--- src/rtl/rocket_pkg.sv ---
// Shared types and defaults for the rocket launch manager.
// Slot states, coordinate width and default launch parameters.
package rocket_pkg;

  typedef enum logic [1:0] {
    IDLE   = 2'd0,
    LAUNCH = 2'd1,
    FLIGHT = 2'd2
  } slot_state_t;

  localparam int COORD_W          = 11;
  localparam int DEF_NUM_ROCKETS  = 4;
  localparam int DEF_ROCKET_SPEED = -256;
  localparam int DEF_COOLDOWN     = 8;
  localparam int DEF_X_OFFSET     = 14;
  localparam int DEF_Y_OFFSET     = -10;

endpackage

--- src/rtl/rocket_slot_fsm.sv ---
// Per-slot lifecycle: IDLE -> LAUNCH -> FLIGHT -> IDLE.
// Border is ignored in LAUNCH because the controller position is stale then.
module rocket_slot_fsm
  import rocket_pkg::*;
(
  input  logic clk,
  input  logic resetN,
  input  logic i_select,
  input  logic i_border,
  input  logic i_hit,
  output logic o_active,
  output logic o_idle,
  output logic o_next_active
);

  slot_state_t r_state;
  slot_state_t w_next;

  // State register with synchronous active-low reset
  always_ff @(posedge clk) begin
    if (!resetN) begin
      r_state <= IDLE;
    end else begin
      r_state <= w_next;
    end
  end

  // Next-state: launch on select, retire on border (flight only) or hit
  always_comb begin
    w_next = r_state;
    unique case (r_state)
      IDLE: begin
        if (i_select) begin
          w_next = LAUNCH;
        end
      end
      LAUNCH: begin
        if (i_hit) begin
          w_next = IDLE;
        end else begin
          w_next = FLIGHT;
        end
      end
      FLIGHT: begin
        if (i_border || i_hit) begin
          w_next = IDLE;
        end
      end
      default: w_next = IDLE;
    endcase
  end

  // Outputs decoded from current and next state
  always_comb begin
    o_active      = (r_state != IDLE);
    o_idle        = (r_state == IDLE);
    o_next_active = (w_next != IDLE);
  end

endmodule

--- src/rtl/rocket_launch_manager.sv ---
// Rocket launch manager: fire latch, slot priority pick, cooldown, launch regs.
// Define AUTO_FIRE_EN to let a held fireReq request a launch every frame.
module rocket_launch_manager
  import rocket_pkg::*;
#(
  parameter int NUM_ROCKETS     = DEF_NUM_ROCKETS,
  parameter int ROCKET_SPEED    = DEF_ROCKET_SPEED,
  parameter int COOLDOWN_FRAMES = DEF_COOLDOWN,
  parameter int ROCKET_X_OFFSET = DEF_X_OFFSET,
  parameter int ROCKET_Y_OFFSET = DEF_Y_OFFSET
)(
  input  logic                               clk,
  input  logic                               resetN,
  input  logic                               startOfFrame,
  input  logic                               fireReq,
  input  logic signed [COORD_W-1:0]          playerTopLeftX,
  input  logic signed [COORD_W-1:0]          playerTopLeftY,
  input  logic [NUM_ROCKETS-1:0]             reachedBorder,
  input  logic [NUM_ROCKETS-1:0]             rocketHit,
  output logic [NUM_ROCKETS-1:0]             isActive,
  output logic signed [COORD_W-1:0]          initialSpeed,
  output logic signed [COORD_W-1:0]          initialX,
  output logic signed [COORD_W-1:0]          initialY,
  output logic                               launched,
  output logic [$clog2(NUM_ROCKETS+1)-1:0]   activeCount
);

  localparam int CNT_W = $clog2(NUM_ROCKETS + 1);
  localparam int CD_W  = $clog2(COOLDOWN_FRAMES + 2);

  logic                   r_fire_d;
  logic                   r_fire_latch;
  logic [CD_W-1:0]        r_cooldown;
  logic                   w_edge;
  logic                   w_fire;
  logic                   w_launch;
  logic [NUM_ROCKETS-1:0] w_idle;
  logic [NUM_ROCKETS-1:0] w_next_act;
  logic [NUM_ROCKETS-1:0] w_sel;
  logic [NUM_ROCKETS-1:0] w_select;
  logic [CNT_W-1:0]       w_cnt;

  // Rising edge of the fire button
  assign w_edge = fireReq & ~r_fire_d;

`ifdef AUTO_FIRE_EN
  assign w_fire = r_fire_latch | w_edge | fireReq;
`else
  assign w_fire = r_fire_latch | w_edge;
`endif

  assign w_launch = startOfFrame & w_fire
                  & (r_cooldown == '0) & (|w_idle);

  assign w_select = w_launch ? w_sel : '0;

  // Fire edge latch, held until the next frame boundary
  always_ff @(posedge clk) begin
    if (!resetN) begin
      r_fire_d     <= 1'b0;
      r_fire_latch <= 1'b0;
    end else begin
      r_fire_d <= fireReq;
      if (startOfFrame) begin
        r_fire_latch <= 1'b0;
      end else if (w_edge) begin
        r_fire_latch <= 1'b1;
      end
    end
  end

  // Lowest-index idle slot wins
  always_comb begin
    w_sel = '0;
    for (int i = NUM_ROCKETS - 1; i >= 0; i--) begin
      if (w_idle[i]) begin
        w_sel = '0;
        w_sel[i] = 1'b1;
      end
    end
  end

  // Count slots that will be non-idle after this edge
  always_comb begin
    w_cnt = '0;
    for (int i = 0; i < NUM_ROCKETS; i++) begin
      w_cnt = w_cnt + CNT_W'(w_next_act[i]);
    end
  end

  // Cooldown: reload on launch, otherwise count down per frame
  always_ff @(posedge clk) begin
    if (!resetN) begin
      r_cooldown <= '0;
    end else if (w_launch) begin
      r_cooldown <= CD_W'(COOLDOWN_FRAMES);
    end else if (startOfFrame && (r_cooldown != '0)) begin
      r_cooldown <= r_cooldown - 1'b1;
    end
  end

  // Launch parameters, held until the next launch
  always_ff @(posedge clk) begin
    if (!resetN) begin
      initialX     <= '0;
      initialY     <= '0;
      initialSpeed <= '0;
      launched     <= 1'b0;
      activeCount  <= '0;
    end else begin
      launched    <= w_launch;
      activeCount <= w_cnt;
      if (w_launch) begin
        initialX     <= playerTopLeftX + COORD_W'(ROCKET_X_OFFSET);
        initialY     <= playerTopLeftY + COORD_W'(ROCKET_Y_OFFSET);
        initialSpeed <= COORD_W'(ROCKET_SPEED);
      end
    end
  end

  for (genvar g = 0; g < NUM_ROCKETS; g++) begin : g_slot
    rocket_slot_fsm u_slot (
      .clk           (clk),
      .resetN        (resetN),
      .i_select      (w_select[g]),
      .i_border      (reachedBorder[g]),
      .i_hit         (rocketHit[g]),
      .o_active      (isActive[g]),
      .o_idle        (w_idle[g]),
      .o_next_active (w_next_act[g])
    );
  end

endmodule
--- config.mk ---
export PLATFORM = sky130hd
export DESIGN_NAME = rocket_launch_manager
export DESIGN_NICKNAME = d
export VERILOG_FILES = /design/src/rtl/rocket_pkg.sv /design/src/rtl/rocket_slot_fsm.sv /design/src/rtl/rocket_launch_manager.sv
export SDC_FILE = /design/constraint.sdc
export NUM_CORES = 1
export LEC_CHECK = 0
export BUFFER_PORTS_ARGS = -buffer_cell sky130_fd_sc_hd__buf_4
export CORE_ASPECT_RATIO = 1.5
export CORE_MARGIN = 2
export CORE_UTILIZATION = 35
export DETAILED_ROUTE_END_ITERATION = 6
export HOLD_SLACK_MARGIN = 0.08
export REMOVE_ABC_BUFFERS = 1
export SLEW_MARGIN = 25
export SYNTH_ARGS = -nofsm -noshare
export SYNTH_HDL_FRONTEND = slang
export SYNTH_HIERARCHICAL = 1
export SYNTH_SLANG_ARGS = --single-unit
export TNS_END_PERCENT = 50
--- constraint.sdc ---
create_clock -name clk -period 3.95 [get_ports clk]
set_input_delay 0.395 -clock clk [delete_from_list [all_inputs] [get_ports clk]]
set_output_delay 0.395 -clock clk [all_outputs]
set_load 0.01 [all_outputs]
### Yosys cells after proc, flatten, opt, wreduce, memory -nomap -nowiden

Index checks and enable logic that the tools add are counted.

* word-level logic and storage cells: 80
* register bits after elaboration: 41

* reductions and logical operators: 23
* mux-type cells: 23
* equal/unequal tests: 8
* add/sub/neg operators: 6
* bitwise operators: 7

Operators with widths (count)
* two-way mux 4 bit: 7
* two-way mux 2 bit: 12
* one-hot mux 2 bit (3 select lines): 4
* adder 11 x 5 -> 11 bit (second input constant): 2
* nonzero test 2 bit: 9
* equality test 2 x 1 -> 1 bit (second input constant): 4
* equality test 2 bit (second input constant): 4
* logical NOT 2 bit: 4
* bitwise AND 1 bit: 4
* logical NOT 4 bit: 1
* logical OR 1 bit: 4
* nonzero test 4 bit: 1
* OR reduction 2 bit: 2
* OR reduction 4 bit: 1
* subtractor 4 x 1 -> 4 bit (second input constant): 1
* adder 2 x 1 -> 3 bit: 1
* adder 3 x 1 -> 3 bit: 1
* adder 1 x 1 -> 2 bit: 1
* NOT 1 bit: 2
* logical AND 1 bit: 1
* bitwise OR 1 bit: 1

### Depth between registers and ports, before layout

* depth in word-level cells: 13
* gate-level depth with buffers: 14
* depth with buffers taken out: 13

### Cells and area by module

The synthesis kept the hierarchy.

By module, submodules not included
* rocket_launch_manager: times used 1, cells an instance 185, area an instance 1675.4 um2
* rocket_slot_fsm: times used 4, cells an instance 13, area an instance 116.4 um2

### Worst setup path before layout

OpenSTA, ideal clock, no wires.

* path type: register to register
* from: register r_cooldown[0]
* to: register activeCount[1]
* path slack: 0.957 ns
* arrival: 2.878 ns
* stages on the path, launching flop included: 15
* clock period less this slack: 2.993 ns
* path buffers: 1
* library setup time: 0.115 ns
* path through: dfxtp_1 inv_1 ha_1 nand4bb_1 a211oi_4 buf_4 and2_1 nor2b_1 o31a_1 inv_1 fa_1 inv_1 ha_1 ha_1 and2_1

* longest elaborated chain between the ends: 10

Ends and longest elaborated chain
* from (decl): line rocket_launch_manager.sv:33 `logic [CD_W-1:0] r_cooldown;`
* from (signal assigned): line rocket_launch_manager.sv:96 `r_cooldown <= CD_W'(COOLDOWN_FRAMES);`
* from (signal assigned): line rocket_launch_manager.sv:98 `r_cooldown <= r_cooldown - 1'b1;`
* logical NOT 4 bit: line rocket_launch_manager.sv:53 `& (r_cooldown == '0) & (|w_idle);`
* bitwise AND 1 bit (2 in series): line rocket_launch_manager.sv:53
* two-way mux 4 bit: line rocket_launch_manager.sv:55 `assign w_select = w_launch ? w_sel : '0;`
* via w_select[0]: line rocket_launch_manager.sv:40 `logic [NUM_ROCKETS-1:0] w_select;`
* two-way mux 2 bit: line rocket_slot_fsm.sv:33 `if (i_select) begin`
* one-hot mux 2 bit (3 select lines): line rocket_slot_fsm.sv:31 `unique case (r_state)`
* nonzero test 2 bit: line rocket_slot_fsm.sv:57 `o_next_active = (w_next != IDLE);`
* via w_next_act[0]: line rocket_launch_manager.sv:38 `logic [NUM_ROCKETS-1:0] w_next_act;`
* adder 1 x 1 -> 2 bit: line rocket_launch_manager.sv:87 `w_cnt = w_cnt + CNT_W'(w_next_act[i]);`
* adder 2 x 1 -> 3 bit: line rocket_launch_manager.sv:87
* adder 3 x 1 -> 3 bit: line rocket_launch_manager.sv:87
* via w_cnt[1]: line rocket_launch_manager.sv:41 `logic [CNT_W-1:0] w_cnt;`
* to (signal assigned): line rocket_launch_manager.sv:112 `activeCount <= w_cnt;`
* to (decl): line rocket_launch_manager.sv:25 `output logic [$clog2(NUM_ROCKETS+1)-1:0] activeCount`

The timed path passes the listed nets, and every way through them passes these cells.
A chain may end at the register's enable or synchronous reset.

### Worst setup path in the final report

* from: register g_slot[0].u_slot.r_state[1]
* to: register activeCount[1]

* longest elaborated chain between the ends: 10

Ends and longest elaborated chain
* from (decl): line rocket_slot_fsm.sv:16 `slot_state_t r_state;`
* from (signal assigned): line rocket_slot_fsm.sv:24 `r_state <= w_next;`
* logical NOT 2 bit *: line rocket_slot_fsm.sv:56 `o_idle = (r_state == IDLE);`
* via w_idle[0]: line rocket_launch_manager.sv:37 `logic [NUM_ROCKETS-1:0] w_idle;`
* OR reduction 4 bit: line rocket_launch_manager.sv:53
* bitwise AND 1 bit: line rocket_launch_manager.sv:53
* two-way mux 4 bit *: line rocket_launch_manager.sv:55
* via w_select[0]: line rocket_launch_manager.sv:40
* two-way mux 2 bit *: line rocket_slot_fsm.sv:33
* one-hot mux 2 bit (3 select lines) *: line rocket_slot_fsm.sv:31
* nonzero test 2 bit *: line rocket_slot_fsm.sv:57
* via w_next_act[0]: line rocket_launch_manager.sv:38
* adder 1 x 1 -> 2 bit *: line rocket_launch_manager.sv:87
* adder 2 x 1 -> 3 bit *: line rocket_launch_manager.sv:87
* adder 3 x 1 -> 3 bit *: line rocket_launch_manager.sv:87
* via w_cnt[1]: line rocket_launch_manager.sv:41

Mark *: on every way through the listed nets, which the timed path passes. The rest lies on a longest branch.

==> reports/results.txt <==
The tools report the CTS sink count as 41. Pin placement for this block handled 75 I/O pins. The die covers 6770 um2. Leading cell type by number of instances after synthesis: sky130_fd_sc_hd__dfxtp_1. Post-CTS repair changed the size of 0 cells.

The first-pass iteration count of the detailed router is 4, and the power density relative to cell area is 478 nW/um2. The tools report the via count of the first global-routing pass as 1,755. After floorplanning, the core was sized to cover 5870 um2. After technology mapping, the gate count stands at 237. For this block, the initial DRC count from the detailed router was 62. Summing all non-filler instances in the final layout gives an area of 2770 um2. For the worst setup path, the data required time is 4140 ps. The logs give 0 for the final antenna diode count and 4.06 ps for the largest clock skew in the final design. The worst-path cell with the longest stage delay was sky130_fd_sc_hd__fa_1. The maximum fanout along the worst path is 22. For this design the static power due to leakage is 1.24 nW. The first-pass GRT wire length is 7540 um, and the total wirelength of the detailed-routed design is 4450 um.

The worst setup path is captured at a register. The tools report the final count of hold timing violations as 0. TritonCTS built the clock tree. Number of distinct library cell variants in the gate-level netlist after synthesis: 42. The worst-case headroom to the max-slew limit was 60.9%; the total of buffers placed on input and output ports was 66. The multi-input combinational cells in the finished layout cover a total of 1160 um2.

The worst setup path is of the register to register kind. Yosys printed 6 warnings. Across the VDD grid, the largest voltage drop is 0.221 mV. Routability-driven placement finished with a final weighted congestion of 0.732. In the synthesized netlist the dominant register cell turns out to be sky130_fd_sc_hd__dfxtp_1. Of all cell types, the one taking the most synthesized area is sky130_fd_sc_hd__dfxtp_1. The number of pins exceeding their max-slew limit in the final report is 0, and the setup TNS is 0 ps. The run finished with clean final reports. In the post-synthesis netlist, the biggest area contributors are sky130_fd_sc_hd__dfxtp_1, sky130_fd_sc_hd__nor2_1, sky130_fd_sc_hd__buf_4. Post-place instance area: 2650 um2. Post-CTS timing repair inserted 0 buffers for setup. The number of buffers added to fix hold violations after cts is 0, and the vertical die dimension is 99.8 um. After global routing the overflow that remains totals 0. The total track usage is 14.4%, and the clock-pin slew of the registers on the worst-case setup and hold paths is 80 ps.

The logs give 3420 um for the final HPWL from detailed placement and 25 for the maximum number of pins on one net before global-route repair. The number of nets at the end of the flow is 344. Biggest cell delay along the critical path: 530 ps. By count the netlist is led by sky130_fd_sc_hd__dfxtp_1, sky130_fd_sc_hd__nor2_1, sky130_fd_sc_hd__inv_1. The average instance area after synthesis was 9.03 um2; the sequential cell area was 821 um2. Post-synthesis instance area: 2140 um2. Counting flops with an async set or reset pin after synthesis yields a share of 0%.

The horizontal die dimension works out to 67.9 um. In the final routed layout, each cell accounts on average for 11.8 um. The run gives 0 as the number of antenna violations at the first check in global routing. Counting along the longest clock path gives a buffer depth of 2.

For this run, design rule violations remaining after detail routing come to 0. Summing over every cut layer, the via total after detailed routing is 1,776. In this run, synthesis inferred 0 flip-flops with an integrated enable. The total of max-cap violations came out at 0. Walking the worst path, the cells encountered are nor2_1 -> nor4_2 -> a211oi_4 -> buf_4 -> and2_1 -> nor2b_1 -> o31a_1 -> inv_1 -> fa_1 -> inv_1 -> ha_1 -> ha_1 -> and2_1. In this run, synthesis produced a sequential element count of 41.

For the initial cell density of the core, the log shows 36.5%. Once detail routing completed, the nets flagged for antenna violations numbered 0. Data on the critical path arrives at its endpoint at 3230 ps.

Setup repair after global routing left no endpoint under its margin. The critical path contains buffers and inverters numbering 3 combined. Static timing analysis puts the maximum clock frequency at 0.329 GHz. Transition time at the pin with the least slew margin: 586 ps. The run gives 601 as the count of filler cells inserted in the layout.

The initialized floorplan defines 34 standard-cell rows. The number of clock buffers inserted by TritonCTS was 5. STA classifies the critical path startpoint as a register. The share of synthesized area in the top cell type comes to 38.3%.

The worst path needs 3040 ps of the cycle, external delays included. The via-per-instance ratio was 4.72; the final period utilization was 76.9%. From synthesis to final layout, the design area changed by 29.4%. The clock latency of the later-clocked register in the worst-skew pair was 290 ps. The root buffer cell is sky130_fd_sc_hd__clkbuf_8.

In this run the worst hold path is classified as input pin to register. Of the synthesized area, sequential elements account for 38.3%. Cells with a size suffix above 1 make up 30.6% of the layout. Setup violations remaining at the end of the flow were counted as 0.

The kind of cell adding the most delay to the critical path was adder cells. The CTS H-tree depth is 2.
-- layout make-up --
cell class | count | share of cell area (%)
multi-input cells | 169 | 42.1
clock buffers | 7 | 3.12
inverters | 18 | 2.44
flip-flops and latches | 41 | 29.6
well taps | 72 | 3.25
clock inverters | 1 | 1.08
repair buffers | 68 | 18.4
-- power breakdown --
| group | internal [mW] | total (mW) | switching [mW] |
|---|---|---|---|
| logic | 0.219 | 0.439 | 0.219 |
| clock network | 0.206 | 0.349 | 0.143 |
| registers | 0.492 | 0.536 | 0.0450 |
| total | 0.917 | 1.32 | 0.407 |
-- state kept, by name, summed over array words and instances (netlist names) --
register               flops
activeCount                3
initialSpeed               1
initialX                  11
r_fire_d                   1
launched                   1
initialY                  11
r_fire_latch               1
r_cooldown                 4
g_slot.u_slot/r_state      8
-- metrics by stage --
stage / total power, mW / worst slack [ps] / std cells / hold WS [ps] / util (%)
2_1_floorplan: 0.797 / 406 / 228 / 467 / -
3_3_place_gp: 0.987 / 990 / 368 / 476 / 45.2
3_5_place_dp: 0.991 / 898 / 368 / 486 / 45.2
4_1_cts: 1.35 / 879 / 376 / 279 / 47.2
5_1_grt: 1.42 / 573 / 376 / 292 / 47.2
6_report: 1.32 / 913 / 376 / 291 / 47.2
-- routing by layer --
| metal | routed length (um) | global-route usage [%] | vias to the layer above |
|---|---|---|---|
| li1 | - | - | 918 |
| met1 | 1800 | 15.8 | 803 |
| met2 | 2270 | 25.6 | 49 |
| met3 | 295 | 3.59 | 6 |
| met4 | 82 | 6.00 | 0 |
| met5 | 0 | 0 | - |
-- path summary, 6_finish.rpt --
kind,startpoint,end,slack (ps),cells after the start
max,g_slot[0].u_slot/r_state[1],activeCount[1],910,13
min,playerTopLeftY[1],initialY[1],290,2
max reg2reg,g_slot[0].u_slot/r_state[1],activeCount[1],910,13
min reg2reg,initialX[4],initialX[4],500,2
-- cells by family (layout without fill, tap and decap cells) --
group / after synthesis / count (layout) / synth area share [%]
multiplexers: 5 / 5 / 2.34
buffers and inverters: 34 / 94 / 8.47
flip-flops: 41 / 41 / 38.3
AND/OR/NAND/NOR: 87 / 87 / 23.5
XOR/XNOR: 17 / 17 / 6.95
other: 1 / 8 / 0.175
AO/OA/AOI/OAI: 45 / 45 / 15.8
adder cells (fa/ha/maj): 7 / 7 / 4.44
-- placed cells by master, fill, tap and decap left out, types with 2 or more instances in the layout --
cell type | Yosys | final
sky130_fd_sc_hd__buf_4 | 12 | 68
sky130_fd_sc_hd__dfxtp_1 | 41 | 41
sky130_fd_sc_hd__nor2_1 | 28 | 28
sky130_fd_sc_hd__inv_1 | 18 | 18
sky130_fd_sc_hd__a21oi_1 | 11 | 11
sky130_fd_sc_hd__o21ai_0 | 11 | 11
sky130_fd_sc_hd__xnor2_1 | 10 | 10
sky130_fd_sc_hd__nor2b_1 | 9 | 9
sky130_fd_sc_hd__conb_1 | 1 | 8
sky130_fd_sc_hd__xor2_1 | 7 | 7
sky130_fd_sc_hd__a211oi_2 | 6 | 6
sky130_fd_sc_hd__nand2_1 | 6 | 6
sky130_fd_sc_hd__ha_1 | 6 | 6
sky130_fd_sc_hd__clkbuf_8 | 0 | 6
sky130_fd_sc_hd__and3_1 | 5 | 5
sky130_fd_sc_hd__and2_1 | 5 | 5
sky130_fd_sc_hd__mux2i_1 | 5 | 5
sky130_fd_sc_hd__nand2b_1 | 4 | 4
sky130_fd_sc_hd__nor3_1 | 4 | 4
sky130_fd_sc_hd__o31ai_1 | 4 | 4
sky130_fd_sc_hd__o31a_1 | 4 | 4
sky130_fd_sc_hd__or3b_1 | 4 | 4
sky130_fd_sc_hd__or2b_2 | 4 | 4
sky130_fd_sc_hd__or2b_1 | 4 | 4
sky130_fd_sc_hd__a21oi_2 | 4 | 4
sky130_fd_sc_hd__a311oi_1 | 2 | 2
sky130_fd_sc_hd__nand4_1 | 2 | 2
sky130_fd_sc_hd__nor3b_1 | 2 | 2
sky130_fd_sc_hd__nand3_1 | 2 | 2
sky130_fd_sc_hd__nor4_1 | 2 | 2
No activity file was read; power rests on OpenSTA's default activity.
